==> config.mk <==
export PLATFORM = sky130hd
export DESIGN_NAME = turn_input_conditioner
export DESIGN_NICKNAME = d
export VERILOG_FILES = /design/src/rtl/turn_input_conditioner.sv
export SDC_FILE = /design/constraint.sdc
export NUM_CORES = 1
export LEC_CHECK = 0
export ABC_AREA = 1
export CAP_MARGIN = 40
export CORE_MARGIN = 3
export CORE_UTILIZATION = 55
export CTS_CLUSTER_DIAMETER = 200
export DETAILED_ROUTE_END_ITERATION = 12
export PLACE_DENSITY_LB_ADDON = 0.25
export SYNTH_ARGS = -nofsm -noshare
export SYNTH_HDL_FRONTEND = slang
export SYNTH_SLANG_ARGS = --single-unit
==> constraint.sdc <==
create_clock -name clk -period 2.47 [get_ports clk]
set_clock_uncertainty 0.05 [all_clocks]
set_input_delay 0.247 -clock clk [delete_from_list [all_inputs] [get_ports clk]]
set_output_delay 0.247 -clock clk [all_outputs]
set_load 0.01 [all_outputs]
==> src/rtl/turn_input_conditioner.sv <==
// Debounces the two turn buttons and turns their presses into single-cycle turn pulses,
// allowing at most one turn per refresh frame with a one-deep deferred-turn queue.
module turn_input_conditioner #(
    parameter int DEBOUNCE_CYCLES = 500000,
    parameter int CNT_W           = 20,
    parameter bit BTN_ACTIVE_LOW  = 1'b1
) (
    input  logic       clk,
    input  logic       rstn,
    input  logic       btn_r_raw,
    input  logic       btn_l_raw,
    input  logic       refr_tick,
    output logic       turn_r,
    output logic       turn_l,
    output logic       btn_r_level,
    output logic       btn_l_level,
    output logic       turn_pending,
    output logic [7:0] drop_cnt
);

    localparam logic             RELEASED_RAW = BTN_ACTIVE_LOW ? 1'b1 : 1'b0;
    localparam logic [CNT_W-1:0] CNT_LAST     = CNT_W'(DEBOUNCE_CYCLES - 1);

    // Bit 0 is the right button, bit 1 the left button.
    logic [1:0] r_sync1;
    logic [1:0] r_sync2;
    logic [1:0] r_stable_d;
    logic [1:0] w_pressed;
    logic [1:0] w_stable;
    logic [1:0] w_ev;

    logic       r_gate_open;
    logic       r_pend_valid;
    logic       r_pend_dir;
    logic       r_turn_r;
    logic       r_turn_l;
    logic [7:0] r_drop_cnt;

    logic       w_gate_nxt;
    logic       w_pv_nxt;
    logic       w_pd_nxt;
    logic       w_tr_nxt;
    logic       w_tl_nxt;
    logic [1:0] w_drop_inc;
    logic [8:0] w_drop_sum;
    logic [7:0] w_drop_nxt;

    // Two-flop synchronizers, reset to the released raw level so no spurious press appears.
    always_ff @(posedge clk or negedge rstn) begin
        if (!rstn) begin
            r_sync1 <= {2{RELEASED_RAW}};
            r_sync2 <= {2{RELEASED_RAW}};
        end else begin
            r_sync1 <= {btn_l_raw, btn_r_raw};
            r_sync2 <= r_sync1;
        end
    end

    assign w_pressed = r_sync2 ^ {2{RELEASED_RAW}};

    for (genvar g = 0; g < 2; g++) begin : g_db
        logic [CNT_W-1:0] r_cnt;
        logic             r_stab;

        // Stable state only follows the synchronized input after DEBOUNCE_CYCLES of disagreement.
        always_ff @(posedge clk or negedge rstn) begin
            if (!rstn) begin
                r_cnt  <= {CNT_W{1'b0}};
                r_stab <= 1'b0;
            end else if (w_pressed[g] == r_stab) begin
                r_cnt  <= {CNT_W{1'b0}};
            end else if (r_cnt == CNT_LAST) begin
                r_cnt  <= {CNT_W{1'b0}};
                r_stab <= ~r_stab;
            end else begin
                r_cnt  <= r_cnt + {{(CNT_W-1){1'b0}}, 1'b1};
            end
        end

        assign w_stable[g] = r_stab;
    end

    assign w_ev = w_stable & ~r_stable_d;

    // Frame gate, deferred turn and drop accounting; the tick is applied before the event.
    always_comb begin
        w_gate_nxt = r_gate_open;
        w_pv_nxt   = r_pend_valid;
        w_pd_nxt   = r_pend_dir;
        w_tr_nxt   = 1'b0;
        w_tl_nxt   = 1'b0;
        w_drop_inc = 2'd0;
        if (refr_tick) begin
            if (r_pend_valid) begin
                w_tr_nxt = ~r_pend_dir;
                w_tl_nxt = r_pend_dir;
                w_pv_nxt = 1'b0;
            end else begin
                w_gate_nxt = 1'b1;
            end
        end else begin
            w_gate_nxt = r_gate_open;
        end
        if (w_ev == 2'b11) begin
            w_drop_inc = 2'd2;
        end else if (w_ev != 2'b00) begin
            if (w_gate_nxt) begin
                w_tr_nxt   = w_ev[0];
                w_tl_nxt   = w_ev[1];
                w_gate_nxt = 1'b0;
            end else if (!w_pv_nxt) begin
                w_pv_nxt = 1'b1;
                w_pd_nxt = w_ev[1];
            end else begin
                w_drop_inc = 2'd1;
            end
        end else begin
            w_drop_inc = 2'd0;
        end
    end

    assign w_drop_sum = {1'b0, r_drop_cnt} + {7'd0, w_drop_inc};
    assign w_drop_nxt = w_drop_sum[8] ? 8'hFF : w_drop_sum[7:0];

    // Arbitration state and registered outputs.
    always_ff @(posedge clk or negedge rstn) begin
        if (!rstn) begin
            r_stable_d   <= 2'b00;
            r_gate_open  <= 1'b1;
            r_pend_valid <= 1'b0;
            r_pend_dir   <= 1'b0;
            r_turn_r     <= 1'b0;
            r_turn_l     <= 1'b0;
            r_drop_cnt   <= 8'd0;
        end else begin
            r_stable_d   <= w_stable;
            r_gate_open  <= w_gate_nxt;
            r_pend_valid <= w_pv_nxt;
            r_pend_dir   <= w_pd_nxt;
            r_turn_r     <= w_tr_nxt;
            r_turn_l     <= w_tl_nxt;
            r_drop_cnt   <= w_drop_nxt;
        end
    end

    assign turn_r       = r_turn_r;
    assign turn_l       = r_turn_l;
    assign btn_r_level  = w_stable[0];
    assign btn_l_level  = w_stable[1];
    assign turn_pending = r_pend_valid;
    assign drop_cnt     = r_drop_cnt;

endmodule

==> summary.txt <==
Drt
  – Met3 wire length: 254 um
  – DR vias: 2842
  – DR vias/cell: 5.22
  – Top Layer Used: met4
  – M1 WL: 3350 um
  – DRC: 0
  – Antenna Nets Post-Route: 0
  – DRT Pass-1 Iters: 4
  – WL per Instance: 12.4 um
  – Met2 WL: 3030 um
  – Final WL: 6730 um
  – Drt initial violations: 144

Final layout
  – Area Overhead vs Synth: 17.8%
  – Footprint of the multi-input gates: 1620 um2
  – Antenna Cells: 0
  – Fin nets: 477
  – Reg area: 1530 um2
  – Final core utilization: 0.693
  – Non-Filler Instances: 544
  – Layout cells sized above 1: 0.169
  – Fill cells: 487

Yosys
  – Post-synthesis cell type count: 31
  – Synth top cells by count: nor2_1, nand2_1, dfrtp_1
  – Post-synthesis compound-gate area fraction: 0.0352
  – Adder-Cell Fraction of Synth Area: 0.0210
  – Post-synth EDFFs: 0
  – Count leader, synth: nor2_1
  – Sequential area share after synthesis: 0.459
  – Synth warn: 0
  – Largest family of logic cells by synthesized area: simple AND/OR/NAND/NOR gates
  – Async set-reset flop share out of synthesis: 1.00
  – Synth area leaders: dfrtp_1, nor2_1, nand2_1, inv_1, nand3_1
  – Post-synth top area cell: dfrtp_1
  – Mapped Cells: 430
  – Primary FF master, synth: dfrtp_1
  – Yosys top cell area share: 0.420
  – Post-synthesis mux area share: 0
  – Post-synthesis xor/xnor area fraction: 0.0495
  – Flops & latches, synth: 61
  – Mapped Area: 3340 um2
  – Synth Area in Simple Gates: 0.371
  – Mean Syn Cell Area: 7.76 um2
  – Syn_nets: 440

CTS
  – Clock root cell: clkbuf_8
  – TritonCTS clock tree: built
  – Maximum buffer depth of the clock tree: 2
  – CTS Sinks: 61
  – Total CTS buffers: 9
  – Clock transition at path regs: 0.07 ns
  – Clk_lat worst skew: 0.34 ns
  – Htree depth: 3

Pwr
  – Share of total power in the clock network: 0.475
  – PwrDens: 526 nW/um2
  – Combinational fraction of design power: 0.031
  – LEAKAGE: 0.00175 uW
  – Net Sw Frac: 0.214
  – Sequential power share: 0.494
  – Psw: 443 uW
  – P_int: 1630 uW
  – Maximum vdd drop: 0.000421 V

GRT
  – GRT Overall Usage: 0.211
  – Largest net degree at the start of global routing: 34
  – Gr ovfl total: 0
  – Initial antenna violation count: 0
  – Vias in the first global route: 2726
  – First-pass GRT wire length: 12100 um

Timing
  – Minimum clock period: 2.33 ns
  – Hold violation count in the final report: 0
  – Final period utilization: 0.945
  – Worst hold slack: 0.264 ns
  – TNS Setup: 0 ns
  – Fmax: 428 MHz
  – # setup viols final: 0
  – Rel. slew slack: 0.566
  – Least-Margin Pin Slew: 0.652 ns
  – Fin. max-slew vios: 0

Status
  – Outcome: finished clean

Placed design
  – Dpl cells: 525
  – Gpl congestion: 0.897
  – IO Port Bufs: 17
  – Post-DP HPWL: 5100 um

Floorplanning
  – Die height: 83.9 um
  – I/O pin count: 18
  – Die area: 7040 um2
  – Row count: 27
  – Die X: 83.9 um
  – Initial Util: 0.588
  – Core ar.: 5680 um2

Critical path
  – Worst Path Required: 2.65 ns
  – Startpoint Class: flip-flop
  – CP Class: flip-flop to flip-flop
  – Critical Path Sink Type: flip-flop
  – CP Data Arrival Time: 2.51 ns
  – Largest fanout on the critical path: 4

Worst hold path
  – Worst min path class: input pin to flip-flop

Job
  – Max Cap Violations: 0
[state kept, by name (all words and copies together) (netlist names)]
register and cells:
r_stable_d 2, r_sync2 2, turn_pending 1, r_gate_open 1
turn_r 1, turn_l 1, btn_l_level 1, btn_r_level 1
r_pend_dir 1, r_sync1 2, g_db.r_cnt 40, drop_cnt 8
[cells by family (layout without fill, tap and decap cells)]
kind of cell    count (synthesis)  count (layout)
flops                          61              61
simple gates                  268             268
compound gates                 21              21
xor+xnor                       18              18
fa+ha+maj                       5               5
buf+inv                        57              99
[worst max-delay path, cell delays in order (launching register included)]
cell     delay, ns
dfrtp_1       0.36
inv_1         0.06
nand2_2       0.08
nand2_1       0.11
inv_1         0.07
nor2_4        0.12
nand2_1       0.08
nor2_1        0.12
ha_2          0.18
inv_1         0.05
fa_1          0.37
inv_2         0.08
nand2_2       0.07
buf_4         0.15
nor2_2        0.08
xnor2_1       0.12
nand2_1       0.06
[layer usage]
metal	track usage	up-vias
li1	-	1425
met1	0.299	1350
met2	0.323	55
met3	0.0513	12
met4	0.0629	0
met5	0	-
[through the flow]
step	setup slack, ns	cell area, um2	total power [uW]
2_1_floorplan	0.160	3340	1070
3_3_place_gp	-0.0124	3650	1100
3_5_place_dp	-0.197	3650	1110
4_1_cts	0.0677	3890	2090
5_1_grt	-0.0168	3930	2140
6_report	0.136	3930	2070
[timing repair]
item | CTS | global route
hold buffers | 1 | 0
hold endpoints to repair | 25 | 0
pin swaps | 1 | 6
resized for setup | 1 | 8
setup endpoints to repair | 7 | 8
setup buffers | 0 | 2
[cell type report]
type	instances	area share
sequential	61	0.390
clock inverter	6	0.0220
tap	72	0.0229
clock buffer	10	0.0350
timing repair buffer	27	0.0649
inverter	56	0.0535
multi-input combinational	312	0.412
[layout by cell type (no fill, tap or decap), types with 4 or more instances in the layout]
cell,netlist,final
nor2_2,11,11
nor2_1,92,91
xor2_1,11,11
xnor2_1,6,6
a21oi_1,4,4
clkdlybuf4s50_1,0,16
nor2_4,7,8
inv_2,3,4
clkbuf_8,0,10
o21ai_0,8,8
nand2_1,84,81
nand3_1,37,37
inv_1,53,52
nand2_2,15,18
nand4_1,8,8
buf_4,0,8
dfrtp_1,56,56
dfstp_2,5,5
[worst paths after layout]
check                                    from               end  slack, ns  cells past startpoint
worst min-delay path                btn_r_raw        r_sync1[0]       0.26                      1
worst min register to register     r_sync1[0]        r_sync2[0]       0.31                      0
min in group asynchronous                rstn  g_db[1].r_cnt[6]       0.41                      2
max in group asynchronous                rstn        r_sync2[0]       1.30                      3
worst max register to register  r_stable_d[1]       drop_cnt[4]       0.14                     16
worst max-delay path            r_stable_d[1]       drop_cnt[4]       0.14                     16
[power by group through the flow]
stage	logic (uW)	registers, uW	clock network (uW)
floorplan	26.4	1040	0
global placement	63.1	1040	0
detailed placement	64.8	1040	0
CTS	66.2	1020	1000
global route	74.9	1020	1050
finish	63.8	1020	983
(Power assumes the default switching activity.)
